### src/rtl/riscv_ras.sv
// riscv_ras: return-address stack for jal/jalr target prediction.
// Decodes each fetched instruction using the RISC-V link-register hints:
// calls push pc+4, returns pop, and a return-and-call replaces the top.
// The stack is circular, so a push while full silently drops the oldest entry.
//
// Optional feature: define RAS_CHECKPOINT_EN to add a {sp,count} snapshot
// that can be saved and restored (mispredict flush). Without it the ckpt
// inputs are ignored and no snapshot registers exist.
//
// Ports:
//   clk, rst       clock, synchronous active-high reset
//   instr_valid    instr/pc valid this cycle
//   instr, pc      fetched instruction and its address
//   ckpt_save      snapshot sp/count
//   ckpt_restore   restore the snapshot
//   pred_valid     instr is a return and the stack is non-empty
//   pred_target    current top entry
//   count          live entries, 0..DEPTH
//   empty, full    count == 0 / count == DEPTH
//   overflow       1-cycle pulse after a push while full
//   underflow      1-cycle pulse after a pop while empty
module riscv_ras #(
    parameter int unsigned DEPTH = 8,
    parameter int unsigned XLEN  = 32,
    localparam int unsigned CNT_W = $clog2(DEPTH) + 1
) (
    input  logic             clk,
    input  logic             rst,
    input  logic             instr_valid,
    input  logic [31:0]      instr,
    input  logic [XLEN-1:0]  pc,
    input  logic             ckpt_save,
    input  logic             ckpt_restore,
    output logic             pred_valid,
    output logic [XLEN-1:0]  pred_target,
    output logic [CNT_W-1:0] count,
    output logic             empty,
    output logic             full,
    output logic             overflow,
    output logic             underflow
);

    localparam int unsigned SP_W = $clog2(DEPTH);

    logic [XLEN-1:0]  mem_q [DEPTH];
    logic [SP_W-1:0]  sp_q, sp_d;
    logic [CNT_W-1:0] cnt_q, cnt_d;
    logic             ovf_q, ovf_d;
    logic             unf_q, unf_d;

    logic             wr_en;
    logic [SP_W-1:0]  wr_idx;
    logic [XLEN-1:0]  link_addr;
    logic [SP_W-1:0]  top_idx;

    // Instruction decode
    logic [6:0] opcode;
    logic [4:0] rd, rs1;
    logic       rd_link, rs1_link, is_jal, is_jalr;
    logic       do_push, do_pop, do_repl;

    assign opcode   = instr[6:0];
    assign rd       = instr[11:7];
    assign rs1      = instr[19:15];
    assign rd_link  = (rd == 5'd1) || (rd == 5'd5);
    assign rs1_link = (rs1 == 5'd1) || (rs1 == 5'd5);
    assign is_jal   = instr_valid && (opcode == 7'b1101111);
    assign is_jalr  = instr_valid && (opcode == 7'b1100111);

    assign do_push = (is_jal && rd_link)
                   || (is_jalr && rd_link && (!rs1_link || (rd == rs1)));
    assign do_pop  = is_jalr && !rd_link && rs1_link;
    assign do_repl = is_jalr && rd_link && rs1_link && (rd != rs1);

    assign link_addr = pc + XLEN'(4);
    assign top_idx   = sp_q - SP_W'(1);

    // Checkpoint: restore wins over save, and either one drops the decode update.
    logic ckpt_block;
`ifdef RAS_CHECKPOINT_EN
    logic [SP_W-1:0]  snap_sp_q;
    logic [CNT_W-1:0] snap_cnt_q;
    logic             unused_bits;

    assign ckpt_block  = ckpt_save || ckpt_restore;
    assign unused_bits = ^{instr[31:20], instr[14:12]};

    always_ff @(posedge clk) begin
        if (rst) begin
            snap_sp_q  <= '0;
            snap_cnt_q <= '0;
        end else if (ckpt_save && !ckpt_restore) begin
            snap_sp_q  <= sp_q;
            snap_cnt_q <= cnt_q;
        end
    end
`else
    logic unused_bits;

    assign ckpt_block  = 1'b0;
    assign unused_bits = ^{instr[31:20], instr[14:12], ckpt_save, ckpt_restore};
`endif

    // Next-state
    always_comb begin
        sp_d   = sp_q;
        cnt_d  = cnt_q;
        ovf_d  = 1'b0;
        unf_d  = 1'b0;
        wr_en  = 1'b0;
        wr_idx = sp_q;
`ifdef RAS_CHECKPOINT_EN
        if (ckpt_restore) begin
            sp_d  = snap_sp_q;
            cnt_d = snap_cnt_q;
        end
`endif
        if (!ckpt_block) begin
            // Replace on an empty stack degenerates to a push.
            if (do_push || (do_repl && empty)) begin
                wr_en = 1'b1;
                sp_d  = sp_q + SP_W'(1);
                if (full) ovf_d = 1'b1;
                else      cnt_d = cnt_q + CNT_W'(1);
            end else if (do_repl) begin
                wr_en  = 1'b1;
                wr_idx = top_idx;
            end else if (do_pop) begin
                if (empty) begin
                    unf_d = 1'b1;
                end else begin
                    sp_d  = top_idx;
                    cnt_d = cnt_q - CNT_W'(1);
                end
            end
        end
    end

    always_ff @(posedge clk) begin
        if (rst) begin
            sp_q  <= '0;
            cnt_q <= '0;
            ovf_q <= 1'b0;
            unf_q <= 1'b0;
            for (int i = 0; i < int'(DEPTH); i++) mem_q[i] <= '0;
        end else begin
            sp_q  <= sp_d;
            cnt_q <= cnt_d;
            ovf_q <= ovf_d;
            unf_q <= unf_d;
            if (wr_en) mem_q[wr_idx] <= link_addr;
        end
    end

    // Outputs
    assign count       = cnt_q;
    assign empty       = (cnt_q == '0);
    assign full        = (cnt_q == CNT_W'(DEPTH));
    assign overflow    = ovf_q;
    assign underflow   = unf_q;
    assign pred_target = mem_q[top_idx];
    assign pred_valid  = !rst && (do_pop || do_repl) && !empty;

endmodule
### config.mk
export PLATFORM = sky130hd
export DESIGN_NAME = riscv_ras
export DESIGN_NICKNAME = d
export VERILOG_FILES = /design/src/rtl/riscv_ras.sv
export SDC_FILE = /design/constraint.sdc
export NUM_CORES = 1
export LEC_CHECK = 0
export ABC_AREA = 1
export ABC_CLOCK_PERIOD_IN_PS = 5800
export CAP_MARGIN = 20
export CORE_ASPECT_RATIO = 2
export CORE_MARGIN = 2
export CORE_UTILIZATION = 58
export DETAILED_ROUTE_END_ITERATION = 10
export PLACE_DENSITY_LB_ADDON = 0.08
export SLEW_MARGIN = 20
export SYNTH_ARGS = -nofsm -noshare
export SYNTH_HDL_FRONTEND = slang
export SYNTH_SLANG_ARGS = --single-unit
### constraint.sdc
create_clock -name clk -period 5.8 [get_ports clk]
set_input_delay 1.16 -clock clk [delete_from_list [all_inputs] [get_ports clk]]
set_output_delay 1.16 -clock clk [all_outputs]
set_load 0.01 [all_outputs]
* Word level (Yosys, flattened, before mapping)
Memory sizes are Yosys's and may differ from the RTL's. Index checks and enable logic that the tools add are counted.
Cells by class: $add $sub $neg 5, equal/unequal tests 12, multiplexer cells 23, bitwise operators 2, reductions and logical operators 29
Operators with widths (count):
- 32-bit by 3-bit adder with 32-bit output, second input constant | 1
- 32-bit 2-to-1 mux | 1
- 32-bit OR reduction | 1
- 3-bit 2-to-1 mux | 7
- 4-bit 2-to-1 mux | 5
- 7-bit equality test, second input constant | 2
- 1-bit logical AND | 12
- 5-bit by 1-bit equality test with 1-bit output, second input constant | 2
- 5-bit by 3-bit equality test with 1-bit output, second input constant | 2
- 1-bit 2-to-1 mux | 10
- 1-bit logical OR | 6
- 5-bit equality test | 1
- 5-bit != test | 1
- 4-bit by 1-bit adder with 4-bit output, second input constant | 1
- 4-bit equality test, second input constant | 1
- 1-bit zero test | 4
- 4-bit zero test | 1
- 2-bit by 1-bit != test with 1-bit output, second input constant | 2
- 4-bit AND reduction | 1
- 4-bit OR reduction | 1
- 4-bit by 1-bit subtractor with 4-bit output, second input constant | 1
- 3-bit by 1-bit adder with 3-bit output, second input constant | 1
- 3-bit AND reduction | 1
- 3-bit by 1-bit subtractor with 3-bit output, second input constant | 1
- 4 further kinds | 5
Storage, ports and cells: register bits 9, RAM bits 256, output and inout bits 41, word-level logic and storage cells 76, memories 1
Memory list:
- mem_q | words 8, width 32, read ports 1, clocked after memory_dff 0, write ports 8, line 45 | logic [XLEN-1:0] mem_q [DEPTH];

* Logic depth before layout (Yosys ltp)
word-level depth 13, mapped depth 17, mapped depth without buffers 17

* Least setup slack after synthesis
Ideal clock, no wire load.
path kind input to register, start input port instr[6], end memory mem_q[7][0], enable pin, setup time 0.466 ns, arrival 4.414 ns, data required time 5.334 ns, path slack 0.921 ns, stages on the path 8, buffers on the path 0, cells stage by stage nand2_1 > nor2_2 > nand3_2 > nor2_4 > nand4_4 > o21ai_1 > nand2_1 > o21ai_0
RTL lines:
- from (decl) | line 30 | input logic [31:0] instr,
- to (decl) | line 45

* Worst setup path in the final report
start register sp_q[0], end output port pred_target[15]
On the way: longest elaborated chain between the ends 2
RTL lines:
- from (decl) | line 46 | logic [SP_W-1:0] sp_q, sp_d;
- from (signal assigned) | line 147 | sp_q <= sp_d;
- 3-bit by 1-bit subtractor with 3-bit output | line 76 | assign top_idx = sp_q - SP_W'(1);
- memory 8 x 32 bit
- to (decl) | line 35 | output logic [XLEN-1:0] pred_target,
Every way passes these cells.

==> out/metrics.csv <==
metric,value,unit
vias,9907,
place_ws,766,ps
min_period_over_period,0.950,
drc,0,
gp_congestion,0.918,
die_w,109,um
clock-sinks,265,
first_pass_iters,6,
place_inst,1653,
power_density,275,nW/um^2
final_max_slew_viol_count,0,
critPathMaxFanout,42,
hold_buffers,0,
ir_worst_vdd,0.000307,V
status,completed,
yosysTopAreaCell,edfxtp_1,
synth.top_cell.area_share,0.606,
synth.avg_cell_area,9.48,um^2
critPathKind,flop to output pin,
p_total,4.03,mW
dr.first_iter.drc_count,1034,
grt_max_degree,95,
worstSetupStartpoint,sp_q[0],
synthesis.nets,1414,
crit_path_start_kind,flop,
synth_cell_types,31,
synth_flop_cell,edfxtp_1,
synthMuxAreaShare,0,
port_buffers,92,
hpwl,20700,um
synth_edf_count,256,
area_growth,15.4,%
final_antenna_net_count,0,
ios,110,
min_from,count[3],
wire_per_inst,20.3,um
cts_inserted_buffers,23,
rsz0062_at_grt,false,
worstMarginPinSlew,984,ps
grt_pass1_wl,52400,um
rows,76,
cts_root_buffer,clkbuf_16,
slew_headroom,0.344,
p_leak,5.71,nW
fmax,0.181,GHz
final_util,0.682,
maxCapViolCount,0,
hold_class,flop to flop,
insertion_delay,530,ps
synth_area,12700,um^2
finalSetupViolCount,0,
gr-total-overflow,0,
cts_tree,yes,
synthAdderAreaFrac,0.00651,
netlist_instances,1339,
setup_ws,289,ps
reg2reg_from,sp_q[0],
synth-xor-area-share,0.0214,
track_usage,0.306,
hold_viol_final,0,
fin_skew,15.7,ps
stdcell_count,1693,
core,21500,um^2
htree_levels,1,
dieArea,23100,um^2
clk_pin_slew,70,ps
cts_setup_buffers,0,
die_h,213,um
ctsLongestPathBuffers,3,
n_antenna_cell,0,
grtUsageMet2,0.545,
setup_tns,0,ps
use_met1,0.358,
yosys.area_share.simple,0.214,
fillerInstances,1737,
grt_pass1_vias,9631,
ys_top_cells_by_area,"edfxtp_1 (61%), nor2_1 (15%), o21ai_0 (5.4%), nand2_1 (2.6%), inv_1 (2.0%)",
ys_seq_elements,265,
vias_per_cell,5.85,
drive_gt1_frac,0.0563,
arrival,4350,ps
yosys_warnings,0,
antenna_found_initial,1,
yosysSeqAreaShare,0.620,
ctsResizeCount,0,
synth_top_family_by_area,simple AND/OR/NAND/NOR gates,
top_usage_layer,met2,
grt.met3_usage,0.0406,
critPathCaptureType,output pin,
synth-compound-area-share,0.0900,
drt-total-wl,34400,um
fin_nets,1480,
synthArstFlopShare,0,
cp_data_required_time,4640,ps
start_util,0.590,
fin_crit,5510,ps
power breakdown:
group	internal [mW]	switching, mW	total, mW
clock network	0.951	0.688	1.64
registers	2.15	0.0142	2.16
logic	0.0789	0.147	0.226
worst paths after layout:
kind,depth (start not counted),endpoint,slack [ps]
worst min register to register,2,count[3],550
worst min-delay path,2,count[3],550
worst max-delay path,9,pred_target[15],290
worst max register to register,9,mem_q[6][17],1580
sequential cells by signal (all words and copies together) (netlist names):
| register | flops |
|---|---|
| overflow | 1 |
| mem_q | 256 |
| sp_q | 3 |
| underflow | 1 |
| count | 4 |
cell type report:
cell class	instances	area, um^2	area share
Tap cell	273	342	0.0233
Multi-Input combinational cell	925	4220	0.288
Clock buffer	25	583	0.0398
Timing Repair Buffer	119	1150	0.0787
Sequential cell	265	7870	0.537
Clock inverter	15	206	0.0141
Inverter	71	268	0.0183
Yosys cell counts (3+ instances only):
master	instances
clkbuf_1	45
o21ai_0	136
nor3_1	45
buf_2	22
inv_1	69
nand3_1	20
o22ai_1	33
ha_1	5
buf_6	3
nand4_1	9
dfxtp_1	9
nor2_1	503
nor2_2	3
xor2_1	13
a21oi_1	6
buf_1	8
edfxtp_1	256
xnor2_1	18
nand2_1	88
a31oi_1	33
per-stage QoR:
step	hold WS (ps)	instance area [um^2]
after floorplan	524	12700
after global routing	588	14600
after CTS	553	14600
after global placement	524	13900
after detailed placement	542	13900
final	548	14600
layout by cell type (no fill, tap or decap), drive strengths merged, types with 22 or more instances in the layout:
cell / Yosys / final
inv: 71 / 72
nor3: 46 / 46
nand2: 90 / 90
nor2: 507 / 507
o22ai: 33 / 33
clkdlybuf4s50: 0 / 92
edfxtp: 256 / 256
a31oi: 33 / 33
nand3: 22 / 22
clkbuf: 45 / 25
o21ai: 138 / 138
buf: 33 / 27
critical path, stage by stage, from the launching register on:
cell	delay (ps)
dfxtp_4	670
clkinv_2	540
ha_2	470
inv_2	460
buf_4	360
o21ai_0	120
o22ai_1	160
nor2_1	70
a31oi_1	320
clkdlybuf4s50_1	600
layer usage:
layer	vias to the layer above	wire, um
li1	4663	-
met1	4689	11900
met2	457	18400
met3	96	2440
met4	2	1620
met5	-	13
kinds of logic (layout without fill, tap and decap cells):
logic type	count (synthesis)	count (layout)
and+or+nand+nor	677	677
DFF	265	265
AOI/OAI and AO/OA	211	211
buffers and inverters	149	230
xor gates and xnor gates	31	31
adders and majority gates	6	6
No activity file was read; power rests on OpenSTA's default activity.
